`config.mk`:
```
export PLATFORM = sky130hd
export DESIGN_NAME = imm_gen_pipe
export DESIGN_NICKNAME = d
export VERILOG_FILES = /design/src/rtl/imm_gen_pipe_pkg.sv /design/src/rtl/imm_gen_pipe_decode.sv /design/src/rtl/imm_gen_pipe.sv
export SDC_FILE = /design/constraint.sdc
export NUM_CORES = 1
export LEC_CHECK = 0
export ABC_AREA = 1
export BUFFER_PORTS_ARGS = -buffer_cell sky130_fd_sc_hd__buf_4
export CELL_PAD_IN_SITES_DETAIL_PLACEMENT = 0
export CELL_PAD_IN_SITES_GLOBAL_PLACEMENT = 2
export CORE_MARGIN = 5
export CORE_UTILIZATION = 30
export CTS_CLUSTER_SIZE = 16
export DETAILED_ROUTE_END_ITERATION = 8
export GPL_TIMING_DRIVEN = 0
export PLACE_DENSITY = 0.89
export SKIP_LAST_GASP = 1
export SLEW_MARGIN = 15
export SYNTH_ARGS = -nofsm -noshare
export SYNTH_HDL_FRONTEND = slang
export SYNTH_SLANG_ARGS = --single-unit
```
`constraint.sdc`:
```
create_clock -name clk -period 2.1 [get_ports clk]
set_clock_uncertainty 0.1 [all_clocks]
set_input_delay 0.42 -clock clk [delete_from_list [all_inputs] [get_ports clk]]
set_output_delay 0.42 -clock clk [all_outputs]
set_load 0.005 [all_outputs]
```
`src/rtl/imm_gen_pipe_pkg.sv`:
```
// Shared opcode constants, immediate format codes and format classification.
package imm_gen_pipe_pkg;

  localparam int unsigned INST_W = 32;
  localparam int unsigned FMT_W  = 3;

  // RV32I major opcodes
  localparam logic [6:0] OPC_LOAD   = 7'b0000011;
  localparam logic [6:0] OPC_OP_IMM = 7'b0010011;
  localparam logic [6:0] OPC_AUIPC  = 7'b0010111;
  localparam logic [6:0] OPC_STORE  = 7'b0100011;
  localparam logic [6:0] OPC_OP     = 7'b0110011;
  localparam logic [6:0] OPC_LUI    = 7'b0110111;
  localparam logic [6:0] OPC_BRANCH = 7'b1100011;
  localparam logic [6:0] OPC_JALR   = 7'b1100111;
  localparam logic [6:0] OPC_JAL    = 7'b1101111;
  localparam logic [6:0] OPC_SYSTEM = 7'b1110011;

  // Immediate format codes, shared with the control decoder
  typedef enum logic [FMT_W-1:0] {
    FMT_R       = 3'd0,
    FMT_I       = 3'd1,
    FMT_S       = 3'd2,
    FMT_B       = 3'd3,
    FMT_U       = 3'd4,
    FMT_J       = 3'd5,
    FMT_SHAMT   = 3'd6,
    FMT_ILLEGAL = 3'd7
  } imm_fmt_e;

  // Map opcode/funct3 to an immediate format; unknown opcodes are illegal
  function automatic imm_fmt_e classify_fmt(input logic [6:0] opcode, input logic [2:0] funct3);
    imm_fmt_e f;
    f = FMT_ILLEGAL;
    if (opcode[1:0] == 2'b11) begin
      case (opcode)
        OPC_LOAD, OPC_JALR, OPC_SYSTEM: f = FMT_I;
        OPC_OP_IMM: f = ((funct3 == 3'b001) || (funct3 == 3'b101)) ? FMT_SHAMT : FMT_I;
        OPC_STORE:  f = FMT_S;
        OPC_BRANCH: f = FMT_B;
        OPC_LUI, OPC_AUIPC: f = FMT_U;
        OPC_JAL:    f = FMT_J;
        OPC_OP:     f = FMT_R;
        default:    f = FMT_ILLEGAL;
      endcase
    end
    return f;
  endfunction

endpackage

```
`src/rtl/imm_gen_pipe_decode.sv`:
```
// Combinational immediate decoder: raw instruction -> XLEN immediate, format, illegal flag.
module imm_decode
  import imm_gen_pipe_pkg::*;
#(
  parameter int unsigned XLEN = 32
) (
  input  logic [INST_W-1:0] i_inst,
  output logic [XLEN-1:0]   o_imm,
  output logic [FMT_W-1:0]  o_fmt,
  output logic              o_illegal
);

  imm_fmt_e           w_fmt;
  logic signed [11:0] w_imm_i;
  logic signed [11:0] w_imm_s;
  logic signed [12:0] w_imm_b;
  logic signed [31:0] w_imm_u;
  logic signed [20:0] w_imm_j;

  assign w_fmt   = classify_fmt(i_inst[6:0], i_inst[14:12]);
  assign w_imm_i = i_inst[31:20];
  assign w_imm_s = {i_inst[31:25], i_inst[11:7]};
  assign w_imm_b = {i_inst[31], i_inst[7], i_inst[30:25], i_inst[11:8], 1'b0};
  assign w_imm_u = {i_inst[31:12], 12'b0};
  assign w_imm_j = {i_inst[31], i_inst[19:12], i_inst[20], i_inst[30:21], 1'b0};

  // Select and sign-extend the immediate for the decoded format
  always_comb begin
    o_imm     = '0;
    o_fmt     = w_fmt;
    o_illegal = (w_fmt == FMT_ILLEGAL);
    case (w_fmt)
      FMT_I:     o_imm = XLEN'(w_imm_i);
      FMT_S:     o_imm = XLEN'(w_imm_s);
      FMT_B:     o_imm = XLEN'(w_imm_b);
      FMT_U:     o_imm = XLEN'(w_imm_u);
      FMT_J:     o_imm = XLEN'(w_imm_j);
      // shift amounts are unsigned; RV64 uses one extra bit
      FMT_SHAMT: o_imm = (XLEN == 64) ? XLEN'(i_inst[25:20]) : XLEN'(i_inst[24:20]);
      default:   o_imm = '0;
    endcase
  end

endmodule

```
`src/rtl/imm_gen_pipe.sv`:
```
// Pipelined immediate generator with a 2-entry skid buffer and illegal-opcode counter.
module imm_gen_pipe
  import imm_gen_pipe_pkg::*;
#(
  parameter int unsigned XLEN  = 32,
  parameter int unsigned TAG_W = 32,
  parameter int unsigned CNT_W = 8
) (
  input  logic              clk,
  input  logic              reset,
  input  logic              flush,
  input  logic              in_valid,
  output logic              in_ready,
  input  logic [INST_W-1:0] in_inst,
  input  logic [TAG_W-1:0]  in_tag,
  output logic              out_valid,
  input  logic              out_ready,
  output logic [XLEN-1:0]   out_imm,
  output logic [FMT_W-1:0]  out_fmt,
  output logic              out_illegal,
  output logic [TAG_W-1:0]  out_tag,
  output logic [CNT_W-1:0]  illegal_cnt
);

  logic [XLEN-1:0]  w_dec_imm;
  logic [FMT_W-1:0] w_dec_fmt;
  logic             w_dec_ill;
  logic             w_accept;
  logic             w_drain;

  logic             r_main_valid;
  logic [XLEN-1:0]  r_main_imm;
  logic [FMT_W-1:0] r_main_fmt;
  logic             r_main_ill;
  logic [TAG_W-1:0] r_main_tag;

  logic             r_skid_valid;
  logic [XLEN-1:0]  r_skid_imm;
  logic [FMT_W-1:0] r_skid_fmt;
  logic             r_skid_ill;
  logic [TAG_W-1:0] r_skid_tag;

  logic [CNT_W-1:0] r_cnt;

  imm_decode #(.XLEN(XLEN)) u_dec (
    .i_inst    (in_inst),
    .o_imm     (w_dec_imm),
    .o_fmt     (w_dec_fmt),
    .o_illegal (w_dec_ill)
  );

  // Accept only while the skid slot is free; flush blocks new entries
  assign in_ready = !r_skid_valid && !flush;
  assign w_accept = in_valid && in_ready;
  assign w_drain  = r_main_valid && out_ready;

  // Main/skid storage, FIFO ordered; flush clears valids but output handshake still counts
  always_ff @(posedge clk) begin
    if (reset) begin
      r_main_valid <= 1'b0;
      r_main_imm   <= '0;
      r_main_fmt   <= '0;
      r_main_ill   <= 1'b0;
      r_main_tag   <= '0;
      r_skid_valid <= 1'b0;
      r_skid_imm   <= '0;
      r_skid_fmt   <= '0;
      r_skid_ill   <= 1'b0;
      r_skid_tag   <= '0;
      r_cnt        <= '0;
    end else begin
      if (w_drain && r_main_ill && (r_cnt != '1)) begin
        r_cnt <= r_cnt + CNT_W'(1);
      end
      if (flush) begin
        r_main_valid <= 1'b0;
        r_skid_valid <= 1'b0;
      end else if (!r_main_valid || w_drain) begin
        if (r_skid_valid) begin
          // skid is older than anything upstream, so it moves up first
          r_main_valid <= 1'b1;
          r_main_imm   <= r_skid_imm;
          r_main_fmt   <= r_skid_fmt;
          r_main_ill   <= r_skid_ill;
          r_main_tag   <= r_skid_tag;
          r_skid_valid <= 1'b0;
        end else begin
          r_main_valid <= w_accept;
          if (w_accept) begin
            r_main_imm <= w_dec_imm;
            r_main_fmt <= w_dec_fmt;
            r_main_ill <= w_dec_ill;
            r_main_tag <= in_tag;
          end
        end
      end else if (w_accept) begin
        r_skid_valid <= 1'b1;
        r_skid_imm   <= w_dec_imm;
        r_skid_fmt   <= w_dec_fmt;
        r_skid_ill   <= w_dec_ill;
        r_skid_tag   <= in_tag;
      end
    end
  end

  assign out_valid   = r_main_valid;
  assign out_imm     = r_main_imm;
  assign out_fmt     = r_main_fmt;
  assign out_illegal = r_main_ill;
  assign out_tag     = r_main_tag;
  assign illegal_cnt = r_cnt;

endmodule

```
---- After elaboration in Yosys (flattened, before gate mapping) ----
Index checks and enable logic that the tools add are counted.
cells by class
  muxes and demuxes ....................... 13
  bitwise logic cells ..................... 2
  reductions and logical operators ........ 17
  equal/unequal tests ..................... 21
  $add $sub $neg .......................... 1
operators by type and width
  cell                                           number
  one-hot mux 32 bit (6 select lines)            1
  two-way mux 32 bit                             4
  == test 7 bit, second input constant           4
  == test 7 x 6 -> 1 bit, second input constant  3
  one-hot mux 3 bit (7 select lines)             1
  == test 3 bit, second input constant           5
  == test 7 x 5 -> 1 bit, second input constant  2
  two-way mux 3 bit                              4
  adder 8 x 1 -> 8 bit, second input constant    1
  != test 8 bit, second input constant           1
  == test 7 x 2 -> 1 bit, second input constant  1
  == test 3 x 1 -> 1 bit, second input constant  2
  == test 3 x 2 -> 1 bit, second input constant  2
  AND reduction 3 bit                            2
  OR reduction 3 bit                             2
  logical AND 1 bit                              5
  OR reduction 2 bit                             2
  logical NOT 1 bit                              3
  two-way mux 1 bit                              3
  == test 2 bit, second input constant           1
  logical OR 1 bit                               2
  inverter 1 bit                                 2
  nonzero test 2 bit                             1
word-level totals
  word-level logic and storage cells ...... 65
  output and inout bits ................... 78
  bits of input ports ..................... 69
  register bits ........................... 146

---- Longest topological paths before layout ----
  word-level depth ........................ 9
  depth in mapped cells ................... 12
  mapped depth without buffers ............ 11

---- Hierarchy ----
From an unflattened synthesis, not the netlist that was laid out.
second synthesis, totals
  cells, all modules ...................... 1119
  area total of the unflattened synthesis .. 7369.6 um^2
by module, submodules not included
  module        times used  cells each  area an instance (um^2)  sequential area each (um^2)
  imm_gen_pipe  1           887         6208.5                   2922.8
  imm_decode    1           232         1161.1                   0.0

---- Worst setup path after synthesis ----
No wires, ideal clock.
  kind .................................... input port to flip-flop
  from .................................... input port in_inst[0]
  to ...................................... register r_skid_imm[30]
  path slack .............................. 505 ps
  path buffers ............................ 1
  setup time .............................. 109 ps
  cell stages on the path ................. 11
  arrival ................................. 1386 ps
  path through ............................ nand2_1 nor2_1 nand2_1 nand3_2 nand2_2 nand2_1 nor2_2 buf_4 nand3_1 nand2_1 inv_1
between the ends
  cells in the longest elaborated chain, start to end .. 6
  elaborated cells between the ends (all ways) .. 22
  those cells by class .................... eq/ne (17); mux (3); reduce/logical (2)
ends and longest elaborated chain
  item                                                      RTL line                   RTL
  from (decl)                                               imm_gen_pipe.sv:14         input logic [INST_W-1:0] in_inst,
  == test 7 x 2 -> 1 bit, or another cell as far along      imm_gen_pipe_pkg.sv:36     case (opcode)
  OR reduction 3 bit or OR reduction 2 bit (tied branches)  imm_gen_pipe_pkg.sv:36
  one-hot mux 3 bit (7 select lines)                        imm_gen_pipe_pkg.sv:36
  two-way mux 3 bit *                                       imm_gen_pipe_pkg.sv:35     if (opcode[1:0] == 2'b11) begin
  == test 3 bit, or another cell as far along               imm_gen_pipe_decode.sv:32  case (w_fmt)
  one-hot mux 32 bit (6 select lines) *                     imm_gen_pipe_decode.sv:32
  to (signal assigned)                                      imm_gen_pipe.sv:98         r_skid_imm <= w_dec_imm;
  to (decl)                                                 imm_gen_pipe.sv:38         logic [XLEN-1:0] r_skid_imm;
Mark *: on every way between the ends. The rest lies on a longest branch, timed or not.
A chain may end at the register's enable or synchronous reset.

---- Worst setup path in the final report ----
  from .................................... register r_main_valid, in the netlist out_valid
  to ...................................... register r_main_imm[18], in the netlist out_imm[18]
between the ends
  cells in the longest elaborated chain, start to end .. 3
  elaborated cells between the ends (all ways) .. 4
  those cells by class .................... reduce/logical (4)
ends and longest elaborated chain
  item                                                    RTL line                                RTL
  from (decl)                                             imm_gen_pipe.sv:31                      logic r_main_valid;
  from (signal assigned)                                  imm_gen_pipe.sv:88                      r_main_valid <= w_accept;
  logical NOT 1 bit or logical AND 1 bit (tied branches)  imm_gen_pipe.sv:78, imm_gen_pipe.sv:55
  logical OR 1 bit *                                      imm_gen_pipe.sv:78                      end else if (!r_main_valid || w_drain) begin
  AND reduction 3 bit (no line) *                         n/a
  to (signal assigned)                                    imm_gen_pipe.sv:82                      r_main_imm <= r_skid_imm;
  to (signal assigned)                                    imm_gen_pipe.sv:90                      r_main_imm <= w_dec_imm;
  to (decl)                                               imm_gen_pipe.sv:32                      logic [XLEN-1:0] r_main_imm;
Marks and branches as above.

==> flow_summary.toml <==
[drt]
vias = 7282
drt_drc_violations_left = 0
ant_nets = 0
post_drt_wl_per_cell_microns = 15.8
routed_wl_microns = 24300
drt_iter0_markers = 556
vias_per_cell = 4.74
dr.pass1.iters = 5

[floorplan]
fp.dieH_microns = 163
io_pins = 147
die_w_microns = 163
coreArea_sq_um = 23300
dieArea_sq_um = 26600
rows = 56
initial_utilization = 0.302

[power]
comb_power_share = 0.078
p_int_w = 0.00468
net-switching-power_w = 0.00185
power_frac_seq = 0.436
sw_frac_of_total = 0.283
clkPwrFrac = 0.486
p_leak_nw = 4.42
total_power_w = 0.00653
ir_drop_uv = 443
p_per_area_nw_per_um2 = 712

[clock_network]
hold_buffers = 0
clock_latency_ns = 0.44
clock_tree.htree_level_count = 4
cts_inserted_buffers = 17
clk_path_buf_depth = 2
cts_tree = "yes"
clk_pin_slew_ns = 0.08
cts.sinks = 146
postCtsSetupBuffers = 0
clock-root-buffer = "clkbuf_16"

[grt]
grt_pass1_wl_microns = 38100
grt_pass1_vias = 6982
antenna_found_initial = 0
grt_max_degree = 20
overflow = 0
track_usage = 0.181

[timing]
hold_violations = 0
rsz0062_at_grt = "no"
slew_headroom = 0.534
clock.fmax_ghz = 0.512
setup_violations = 0
post-route-period-util = 0.930
min_period_ns = 1.95
tightest_slew_ns = 0.699
maxSlewViolCount = 0

[synth]
syn_inst = 1040
syn_area_per_cell_sq_um = 6.76
async_reset_ff_frac = 0
ys_seq_elements = 146
post-synth-top-area-cell = "dfxtp_1"
yosysSeqAreaShare = 0.416
syn-cell-area_sq_um = 7030
synth.area.top_cells = "dfxtp_1 42%, nand2_1 12%, nor2_1 8.7%"
ys_types = 30
yosysMostFrequentCell = "nand2_1"
ys.flop_type = "dfxtp_1"
yosysWarnings = 0
synth_top_area_frac = 0.416
synth_edf_count = 0
synth_commonest_cells = "227 x nand2_1, 162 x nor2_1, 146 x dfxtp_1"
synthesis.nets = 1110

[hold_path]
hold_path_class = "in2reg"

[cells_and_area]
fin_util = 0.394
n_fill_cell = 2596
final_area_sq_um = 9160
finalNetCount = 1274
synthToLayoutAreaGrowth_pct = 30.3
diodes = 0
layout-drive-gt1-share = 0.193

[worst_setup_path]
worstSetupStartpointType = "flop"
worst-setup-path-type = "reg2reg"
worstPathArrival_ns = 2.17
required_ns = 2.31
end_kind = "flop"
crit_fanout = 10

[place]
hpwlAfterDp_microns = 18100
io_buffers = 145
place.gp.congestion = 0.852
place_area_sq_um = 8520

[job]
drv_cap = 0

[status]
status = "finished clean"
-- state kept, by name (all words and copies together), names as in the netlist --
name          flops
out_valid         1
r_skid_imm       32
out_imm          32
r_skid_valid      1
r_skid_fmt        3
r_skid_ill        1
out_fmt           3
out_tag          32
r_skid_tag       32
out_illegal       1
illegal_cnt       8
-- layout make-up --
type	count	area (sq um)	share of cell area
Clock buffer	17	425	0.0464
Tap cell	319	399	0.0436
Timing Repair Buffer	145	1090	0.119
Inverter	94	353	0.0385
Multi-Input combinational cell	723	3390	0.370
Buffer	77	373	0.0407
Sequential cell	146	2920	0.319
Clock inverter	15	206	0.0225
-- final timing paths --
| check | cells after the start | slack, ns | endpoint | from |
|---|---|---|---|---|
| worst max register to register | 8 | 0.15 | out_imm[18]$_SDFFE_PP0P_ | out_valid$_SDFFE_PP0P_ |
| worst min-delay path | 2 | 0.09 | out_valid$_SDFFE_PP0P_ | flush |
| worst min register to register | 2 | 0.37 | out_imm[24]$_SDFFE_PP0P_ | out_imm[24]$_SDFFE_PP0P_ |
| worst max-delay path | 8 | 0.15 | out_imm[18]$_SDFFE_PP0P_ | out_valid$_SDFFE_PP0P_ |
-- per-stage QoR --
stage,setup TNS [ns],std cells,hold WS [ns],setup WS (ns)
after floorplan,0,1040,0.347,0.505
after global placement,-13.45,1504,0.356,-0.268
after detailed placement,-12.60,1504,0.356,-0.259
after CTS,0,1536,0.0801,0.0561
after global routing,0,1536,0.0957,0.000696
final,0,1536,0.0904,0.146
-- power groups by stage --
| stage | Combinational [W] | Sequential (W) | Clock [W] |
|---|---|---|---|
| after detailed placement | 0.000509 | 0.00291 | 0 |
| after CTS | 0.000510 | 0.00285 | 0.00324 |
| after floorplan | 0.000217 | 0.00291 | 0 |
| final | 0.000506 | 0.00285 | 0.00317 |
| after global routing | 0.000563 | 0.00285 | 0.00337 |
| after global placement | 0.000507 | 0.00291 | 0 |
-- worst max-delay path, stage by stage, from the launching register on --
cell and delay (ns):
dfxtp_1 0.33, inv_1 0.07, nor2_1 0.19, inv_1 0.14, nand3_4 0.18, clkbuf_1 0.56
nor2_1 0.09, nand2_1 0.11, a21oi_1 0.06
-- layer usage --
layer  routed length [microns]  GRT usage  share of wire
met2                     11000      0.293           0.45
met3                      1620     0.0507          0.067
met4                       325     0.0442          0.013
met1                     11300      0.241           0.47
met5                         0          0              0
-- cells by family after synthesis --
kind of cell               share of synthesized area
AOI/OAI and AO/OA                              0.165
xor gates and xnor gates                     0.00498
adders and majority gates                    0.00178
buffers and inverters                          0.103
DFF                                            0.416
and+or+nand+nor                                0.310
-- layout by cell type, fill, tap and decap left out, types with 3 or more instances in the layout --
cell type  instances
a31oi_1           32
inv_8              3
o21ai_0           77
a21boi_1           4
inv_2              6
buf_1              5
buf_4            153
inv_1             88
clkinv_8           8
dfxtp_1          146
xor2_1             3
clkbuf_16         17
nor2_1           162
nand3_1           48
buf_2             26
clkbuf_1          33
nand4_1           55
a21oi_1           73
nor3_1             3
nor2_2             3
o211ai_1          20
nand2_1          227
-- what timing repair did --
item                                    CTS  global route
gates resized for setup                   0             7
endpoints found under the setup margin    0            57
hold endpoints to repair                  0             0
Power figures use the tool's default switching activity.
